**src/rtl/shift_reg_pkg.sv**
```systemverilog
// -----------------------------------------------------------------------------
// shift_reg_pkg
// Shared types and helpers for the recirculating shift-register bank.
//   state_t : clear-sequencer state (IDLE / CLEAR)
//   POS_W   : width of the position / pointer counters for a given depth
// Optional feature macro used by the bank: SHIFT_REG_PARITY_EN
// -----------------------------------------------------------------------------
package shift_reg_pkg;

    typedef enum logic [0:0] {
        IDLE  = 1'b0,
        CLEAR = 1'b1
    } state_t;

    // Counter width for 0..depth-1; never narrower than one bit.
    function automatic int unsigned POS_W(input int unsigned depth);
        return (depth < 2) ? 1 : $clog2(depth);
    endfunction

endpackage : shift_reg_pkg

```
**src/rtl/shift_reg_ring.sv**
```systemverilog
// -----------------------------------------------------------------------------
// shift_reg_ring
// DEPTH x DW circular buffer with a single read/write pointer. On a shift the
// slot under the pointer is read (oldest word) and overwritten with the new
// word, then the pointer advances, so the word read is always the one written
// exactly DEPTH shifts earlier.
// Ports:
//   clk        in   clock, rising edge
//   rst        in   synchronous active-high reset (clears all slots, pointer)
//   i_shift    in   advance one stage this cycle
//   i_wr_data  in   DW  word entered on a shift
//   o_rd_data  out  DW  oldest word (combinational from storage)
//   o_nxt_data out  DW  word that becomes oldest after the next shift
//                       (only with SHIFT_REG_PARITY_EN)
// -----------------------------------------------------------------------------
module shift_reg_ring
    import shift_reg_pkg::*;
#(
    parameter int unsigned DW    = 6,
    parameter int unsigned DEPTH = 40
) (
    input  logic          clk,
    input  logic          rst,
    input  logic          i_shift,
    input  logic [DW-1:0] i_wr_data,
    output logic [DW-1:0] o_rd_data
`ifdef SHIFT_REG_PARITY_EN
    ,
    output logic [DW-1:0] o_nxt_data
`endif
);

    localparam int unsigned PW = POS_W(DEPTH);

    logic [DW-1:0] r_mem [DEPTH];
    logic [PW-1:0] r_ptr;
    logic [PW-1:0] w_ptr_nxt;

    always_comb begin
        w_ptr_nxt = (r_ptr == PW'(DEPTH - 1)) ? '0 : r_ptr + 1'b1;
    end

    always_ff @(posedge clk) begin
        if (rst) begin
            r_ptr <= '0;
            for (int unsigned i = 0; i < DEPTH; i++) begin
                r_mem[i] <= '0;
            end
        end else if (i_shift) begin
            r_mem[r_ptr] <= i_wr_data;
            r_ptr        <= w_ptr_nxt;
        end
    end

    assign o_rd_data = r_mem[r_ptr];

`ifdef SHIFT_REG_PARITY_EN
    // DEPTH >= 2, so the next slot is never the one being written this shift.
    assign o_nxt_data = r_mem[w_ptr_nxt];
`endif

endmodule : shift_reg_ring

```
**src/rtl/shift_reg_bank.sv**
```systemverilog
// -----------------------------------------------------------------------------
// shift_reg_bank
// Recirculating WIDTH x DEPTH shift-register character store with shift enable,
// position counter / wrap pulse and a one-revolution clear sequencer.
// Optional feature macro: SHIFT_REG_PARITY_EN (per-stage even parity + par_err)
// Ports:
//   clk       in   clock, rising edge
//   rst       in   synchronous active-high reset, overrides everything
//   shift_en  in   advance one stage this cycle
//   rc        in   1 = recirculate dout, 0 = load din
//   din       in   WIDTH  word entered when rc=0
//   clr_req   in   pulse: start a one-revolution clear (ignored while busy)
//   dout      out  WIDTH  oldest word
//   pos       out  POS_W(DEPTH)  shifts since reset, mod DEPTH
//   wrap      out  one-cycle pulse after pos wraps to 0
//   busy      out  clear sequence in progress
//   par_err   out  parity error on current dout (SHIFT_REG_PARITY_EN only)
// -----------------------------------------------------------------------------
module shift_reg_bank
    import shift_reg_pkg::*;
#(
    parameter int unsigned WIDTH = 6,
    parameter int unsigned DEPTH = 40
) (
    input  logic                      clk,
    input  logic                      rst,
    input  logic                      shift_en,
    input  logic                      rc,
    input  logic [WIDTH-1:0]          din,
    input  logic                      clr_req,
    output logic [WIDTH-1:0]          dout,
    output logic [POS_W(DEPTH)-1:0]   pos,
    output logic                      wrap,
    output logic                      busy
`ifdef SHIFT_REG_PARITY_EN
    ,
    output logic                      par_err
`endif
);

    localparam int unsigned PW = POS_W(DEPTH);
`ifdef SHIFT_REG_PARITY_EN
    localparam int unsigned DW = WIDTH + 1;
`else
    localparam int unsigned DW = WIDTH;
`endif

    state_t        r_state;
    state_t        w_state_nxt;
    logic [PW-1:0] r_clr_cnt;
    logic [PW-1:0] r_pos;
    logic          r_wrap;
    logic [DW-1:0] w_wr_data;
    logic [DW-1:0] w_rd_data;
`ifdef SHIFT_REG_PARITY_EN
    logic [DW-1:0] w_nxt_data;
    logic          r_par_err;
`endif

    // ---------------------------------------------------------------- storage
    shift_reg_ring #(
        .DW    (DW),
        .DEPTH (DEPTH)
    ) u_ring (
        .clk       (clk),
        .rst       (rst),
        .i_shift   (shift_en),
        .i_wr_data (w_wr_data),
        .o_rd_data (w_rd_data)
`ifdef SHIFT_REG_PARITY_EN
        ,
        .o_nxt_data(w_nxt_data)
`endif
    );

    // Entered word: zero while clearing, else recirculated or loaded.
    // Recirculation copies the stored parity bit (MSB) unchanged.
    always_comb begin
        w_wr_data = '0;
        if (r_state == IDLE) begin
`ifdef SHIFT_REG_PARITY_EN
            w_wr_data = rc ? w_rd_data : {^din, din};
`else
            w_wr_data = rc ? w_rd_data : din;
`endif
        end
    end

    assign dout = w_rd_data[WIDTH-1:0];

    // ------------------------------------------------------- clear sequencer
    always_ff @(posedge clk) begin
        if (rst) begin
            r_state <= IDLE;
        end else begin
            r_state <= w_state_nxt;
        end
    end

    always_comb begin
        w_state_nxt = r_state;
        case (r_state)
            IDLE: begin
                if (clr_req) begin
                    w_state_nxt = CLEAR;
                end
            end
            CLEAR: begin
                if (shift_en && (r_clr_cnt == PW'(DEPTH - 1))) begin
                    w_state_nxt = IDLE;
                end
            end
            default: w_state_nxt = IDLE;
        endcase
    end

    // Counts clear shifts; held at 0 in IDLE so each clear starts fresh.
    always_ff @(posedge clk) begin
        if (rst || (r_state == IDLE)) begin
            r_clr_cnt <= '0;
        end else if (shift_en) begin
            r_clr_cnt <= r_clr_cnt + 1'b1;
        end
    end

    assign busy = (r_state == CLEAR);

    // ------------------------------------------------------- position / wrap
    always_ff @(posedge clk) begin
        if (rst) begin
            r_pos  <= '0;
            r_wrap <= 1'b0;
        end else begin
            r_wrap <= 1'b0;
            if (shift_en) begin
                if (r_pos == PW'(DEPTH - 1)) begin
                    r_pos  <= '0;
                    r_wrap <= 1'b1;
                end else begin
                    r_pos <= r_pos + 1'b1;
                end
            end
        end
    end

    assign pos  = r_pos;
    assign wrap = r_wrap;

    // ---------------------------------------------------------------- parity
`ifdef SHIFT_REG_PARITY_EN
    // Checked on the word that becomes dout after this shift, so par_err
    // lines up with the dout it describes.
    always_ff @(posedge clk) begin
        if (rst) begin
            r_par_err <= 1'b0;
        end else if (shift_en) begin
            r_par_err <= ^w_nxt_data;
        end
    end

    assign par_err = r_par_err;
`endif

endmodule : shift_reg_bank
```
**config.mk**
```make
export PLATFORM = sky130hd
export DESIGN_NAME = shift_reg_bank
export DESIGN_NICKNAME = d
export VERILOG_FILES = /design/src/rtl/shift_reg_pkg.sv /design/src/rtl/shift_reg_ring.sv /design/src/rtl/shift_reg_bank.sv
export SDC_FILE = /design/constraint.sdc
export NUM_CORES = 1
export LEC_CHECK = 0
export ABC_AREA = 1
export BUFFER_PORTS_ARGS = -buffer_cell sky130_fd_sc_hd__buf_2
export CELL_PAD_IN_SITES_DETAIL_PLACEMENT = 0
export CELL_PAD_IN_SITES_GLOBAL_PLACEMENT = 1
export CORE_UTILIZATION = 56
export CTS_BUF_LIST = sky130_fd_sc_hd__clkbuf_8
export DETAILED_ROUTE_END_ITERATION = 10
export PLACE_DENSITY = 0.95
export SLEW_MARGIN = 20
export SYNTH_ARGS = -nofsm -noshare
export SYNTH_HDL_FRONTEND = slang
export SYNTH_SLANG_ARGS = --single-unit
```
**constraint.sdc**
```tcl
create_clock -name clk -period 3 [get_ports clk]
set_input_delay 0.3 -clock clk [delete_from_list [all_inputs] [get_ports clk]]
set_output_delay 0.3 -clock clk [all_outputs]
set_load 0.005 [all_outputs]
```
== Word-level counts from Yosys, hierarchy flattened ==
Memory sizes are Yosys's and may differ from the RTL's. A register that Yosys moved wholly into a read port is not among the register bits.
Index checks and enable logic that the tools add are counted.
Word-level totals
  flip-flop bits (word level): 20
  memory bits (writable): 240
  input port bits: 11
  word-level logic and storage cells: 36
  memories kept: 1
Cells by class
  add/subtract/negate cells: 3
  equal/unequal tests: 3
  multiplexer cells: 18
  bitwise logic cells: 2
  reductions and logical operators: 4
Memory list
  u_ring.r_mem: depth 40, width 6, rd ports 1, clocked after memory_dff 1, wr ports 40, line shift_reg_ring.sv:35  | logic [DW-1:0] r_mem [DEPTH];
Operators by type and width (number)
  $mux 6: 8
  $add 6x1->6 const B: 3
  $eq 6x6->1 const B: 3
  $mux 1: 9
  $reduce_or 6->1: 1
  $not 1->1: 2
  $pmux 1 s2: 1
  $reduce_or 2->1: 1
  $logic_and 1x1->1: 1
  $logic_or 1x1->1: 1

== Logic depth before layout (Yosys ltp) ==
  depth after elaboration: 5
  gate-level depth with buffers: 14

== Modules after synthesis ==
A second synthesis with hierarchy kept.
Unflattened totals
  cells, all modules: 1845
  area total of the unflattened synthesis: 18174.9 um^2
Modules (own cells, without submodules)
  shift_reg_ring: instances 1, cells an instance 1744, area an instance 17451.7 um^2, sequential area each 11771.3 um^2
  shift_reg_bank: instances 1, cells an instance 101, area an instance 723.2 um^2, sequential area each 280.3 um^2

== Least setup slack after synthesis ==
OpenSTA, ideal clock, no wires.
  path kind: flip-flop to flip-flop
  start: register (tool-made name)
  end: memory u_ring.r_mem[40][0], data pin
  setup time: 279 ps
  arrival time: 1630 ps
  setup slack: 1092 ps
  cell stages (with the launch flop): 15
  path buffers: 4
  path through: dfxtp_1 > buf_6 > inv_2 > buf_4 > buf_2 > nand3_1 > nand3_1 > nand2_1 > nand2_1 > nand3_1 > nand3_1 > nand3_1 > nand2_2 > buf_6 > inv_2
RTL lines (line)
  to (decl): shift_reg_ring.sv:35

==> qor_table.md <==
| Metric | This run | Unit |
| --- | --- | --- |
| Outcome | finished, final reports clean | - |
| Layout net count | 1,884 | - |
| Max-Slew Margin vs Limit | 48.5 | % |
| Initial antenna violation count | 0 | - |
| Storage element area | 12,100 | um2 |
| Met2 routed WL | 21,600 | um |
| Total grt overflow | 0 | - |
| Max rail drop VDD | 0.000334 | V |
| Effective utilization at floorplan | 57.5 | % |
| YS warnings | 0 | - |
| Cell depth of the worst min-delay path | 3 | - |
| Cells after DPL | 2,234 | - |
| Delay of the slowest cell on the worst path | 0.37 | ns |
| Number of failing hold endpoints at the final stage | 0 | - |
| Portion of the post-synthesis area used by sequential elements | 65.9 | % |
| Synthesized flop and latch total | 410 | - |
| Area growth syn-to-layout | 9.14 | % |
| Maximum number of pins on one net before global-route repair | 103 | - |
| Clock transition at the registers of the reported paths | 0.06 | ns |
| Routed via count | 13.4k | - |
| Wire length on met1 | 17,900 | um |
| Setup TNS | 0 | ns |
| Post-Synthesis Cell Area | 18,300 | um2 |
| Post-Synthesis Cells | 1,843 | - |
| Clock network latency to the later pin of the worst-skew pair | 0.61 | ns |
| Kind of end point of the critical path | output port | - |
| I/O Buffers | 24 | - |
| Area of the core | 31,800 | um2 |
| Number of clock buffers inserted by TritonCTS | 67 | - |
| Post-CTS setup buffer count | 0 | - |
| Proportion of synthesized flip-flops having asynchronous set or reset | 0 | % |
| Routability cong. | 0.879 | - |
| Average routed wire per standard cell | 19.1 | um |
| Synthesized Nets | 1,857 | - |
| Final hold slack | 0.0714 | ns |
| Critical path start-end classification | flop to output port | - |
| Area taken by multi-input logic gates | 5320 | um2 |
| Via/cell ratio | 5.67 | - |
| Number of detailed-routing iterations run before antenna repair | 6 | - |
| Proportion of layout cells with a drive suffix above 1 | 8.90 | % |
| Area of the die | 33,400 | um2 |
| Clock Root Buffer | clkbuf_8 | - |
| Total power per unit cell area | 609 | nW/um2 |
| Number of synthesized flops with an enable pin | 384 | - |
| Length in cells of the worst reg-to-reg path | 12 | - |
| Data arrival time of the worst path | 2.58 | ns |
| TritonCTS clock tree | built | - |
| Synth Flop Type | edfxtp_1 | - |
| Critical-path maximum fanout | 48 | - |
| Post-route clock period utilization | 96.1 | % |
| Number of pins exceeding their max-slew limit in the final report | 0 | - |
| Standby leakage power | 7.61 | nW |
| Setup repair after global routing missed its margin | true | - |
| Top-level I/O count | 25 | - |
| Post-route ant nets | 0 | - |
| Routed length on met3 | 4240 | um |
| Number of global-route vias before repair | 12.7k | - |
| Maximum clock path buffer count | 3 | - |
| Highest metal layer with signal wires | met4 | - |
| Half-perimeter wire length after placement | 28,100 | um |
| Tightest Hold Check Type | input pin to flop | - |
| Antenna diode count | 0 | - |
| Post-route clock skew | 0.0533 | ns |
| Total length of routed wires | 45,000 | um |
| Slowest cell on the critical path | dfxtp_4 | - |
| Setup-violating endpoint count in the final report | 0 | - |
| Number of DRC markers in iteration 0 | 1,504 | - |
| Peak clock frequency supported by timing | 0.347 | GHz |
| Count of clock tree sinks | 410 | - |
| Worst Path Buf+Inv | 3 | - |
| Least-Margin Pin Slew | 0.771 | ns |
| Filler cells | 2,586 | - |
| DRC violation count after routing | 0 | - |
| Number of cells on the critical path | 11 | - |
| Wire length of the first global-routing pass | 69,900 | um |
| Top delay family on crit path | simple AND/OR/NAND/NOR gates | - |
| Number of placement rows | 65 | - |
| Number of max-cap violations | 0 | - |
| Synthesized area per cell | 9.92 | um2 |
| Required time reported for the critical path endpoint | 2.70 | ns |
| Chip Height | 183 | um |
| Depth of the CTS H-tree | 3 | - |
| CP cell instances | inv_4 > buf_12 > nand2_1 > nand3_1 > nand3_1 > nand2_1 > nand2_1 > nand3_1 > nand3_1 > nand2_1 > buf_2 | - |
| Number of different library cells in the post-synthesis netlist | 23 | - |
| Final critical path time including I/O delays and setup | 2.88 | ns |
| Final std cells w/o fill | 2,357 | - |
| DIE WIDTH | 183 | um |
| GRT Overall Usage | 27.5 | % |
| Type of origin of the critical path | flop | - |
[layout by cell type, fill, tap and decap left out, types with 2 or more instances in the layout]
cell type	n
buf_2	24
buf_12	8
nand2_1	591
dfxtp_4	2
inv_6	4
clkbuf_8	70
inv_1	59
nor3b_1	3
o21ai_0	7
nor4_1	2
nand2_2	6
clkinv_1	15
a21oi_1	12
buf_4	36
buf_6	2
nor3_1	11
nor2_1	300
nand3_1	335
clkinv_2	5
ha_1	3
edfxtp_1	384
dfxtp_1	23
xor2_1	2
inv_2	7
[stage by stage]
stage,setup WS [ns],utilization (%),total power [W],cell area [um2]
finish,0.117,62.7,0.0121,20000
global placement,0.529,58.7,0.00770,18700
CTS,0.122,62.6,0.0122,19900
global route,0.000432,62.7,0.0125,20000
detailed placement,0.487,58.7,0.00772,18700
floorplan,1.09,-,0.00738,18300
[registers in the layout, indices dropped and copies added (netlist names), named ones only]
register      count
u_ring.r_ptr      6
u_ring.r_mem    384
r_clr_cnt         6
pos               6
wrap              1
busy              1
[tightest hold or removal path, delay by kind of cell]
family	cells	cell delay, ns
simple gates	1	0.05
buf+inv	2	0.25
[path summary, 6_finish.rpt]
check / slack, ns / start / endpoint
min: 0.07 / rst / pos[4]$_SDFFE_PP0P_
max reg2reg: 0.41 / flop / u_ring.r_mem[41][5]$_DFFE_PP_
min reg2reg: 0.50 / r_clr_cnt[1]$_SDFFE_PP0P_ / r_clr_cnt[1]$_SDFFE_PP0P_
max: 0.12 / flop / dout[0]
[layout make-up]
type | count | share of cell area, %
inverters | 43 | 0.821
multi-input cells | 1275 | 26.7
clock inverters | 51 | 1.32
well taps | 435 | 2.73
flip-flops and latches | 410 | 60.4
clock buffers | 70 | 4.83
repair buffers | 73 | 3.19
[synthesized netlist by cell type, types with 3 or more instances]
cell type | count | area (um2)
clkbuf_1 | 22 | 82.6
ha_1 | 3 | 37.5
nand2_1 | 591 | 2220
nor2_1 | 300 | 1130
dfxtp_1 | 26 | 521
buf_2 | 40 | 200
a21oi_1 | 12 | 60.1
buf_6 | 25 | 282
o21ai_0 | 7 | 35.0
nand2_2 | 6 | 37.5
nand3_1 | 335 | 1680
buf_1 | 7 | 26.3
inv_1 | 35 | 131
nor3b_1 | 3 | 22.5
inv_2 | 8 | 30.0
nor3_1 | 11 | 55.1
edfxtp_1 | 384 | 11500
buf_4 | 21 | 158
[report_power, final]
part / leakage, nW / switching [W] / internal, W / total (W)
registers: 4.00 / 0.0000488 / 0.00641 / 0.00646
clock network: 0.719 / 0.00224 / 0.00228 / 0.00452
logic: 2.90 / 0.000867 / 0.000304 / 0.00117
total: 7.61 / 0.00316 / 0.00899 / 0.0121
[metal layers]
layer  global-route usage, %  vias to the layer above
li1                        -                     6273
met1                    37.5                     6292
met2                    44.2                      682
met3                    4.77                      109
met4                    11.0                        0
met5                       0                        -
[cell families after synthesis]
family | after synthesis | share of synthesized area, %
AND/OR/NAND/NOR | 1248 | 28.2
adder cells (fa/ha/maj) | 3 | 0.205
XOR/XNOR | 3 | 0.144
flip-flops | 410 | 65.9
AO/OA/AOI/OAI | 21 | 0.595
buffers and inverters | 158 | 4.98
[repair_timing]
action | CTS | global route
endpoints found under the hold margin | 1 | 0
hold buffers | 1 | 0
resized for setup | 0 | 3
endpoints found under the setup margin | 0 | 5
Note: power is estimated with default switching activity, not from simulation.
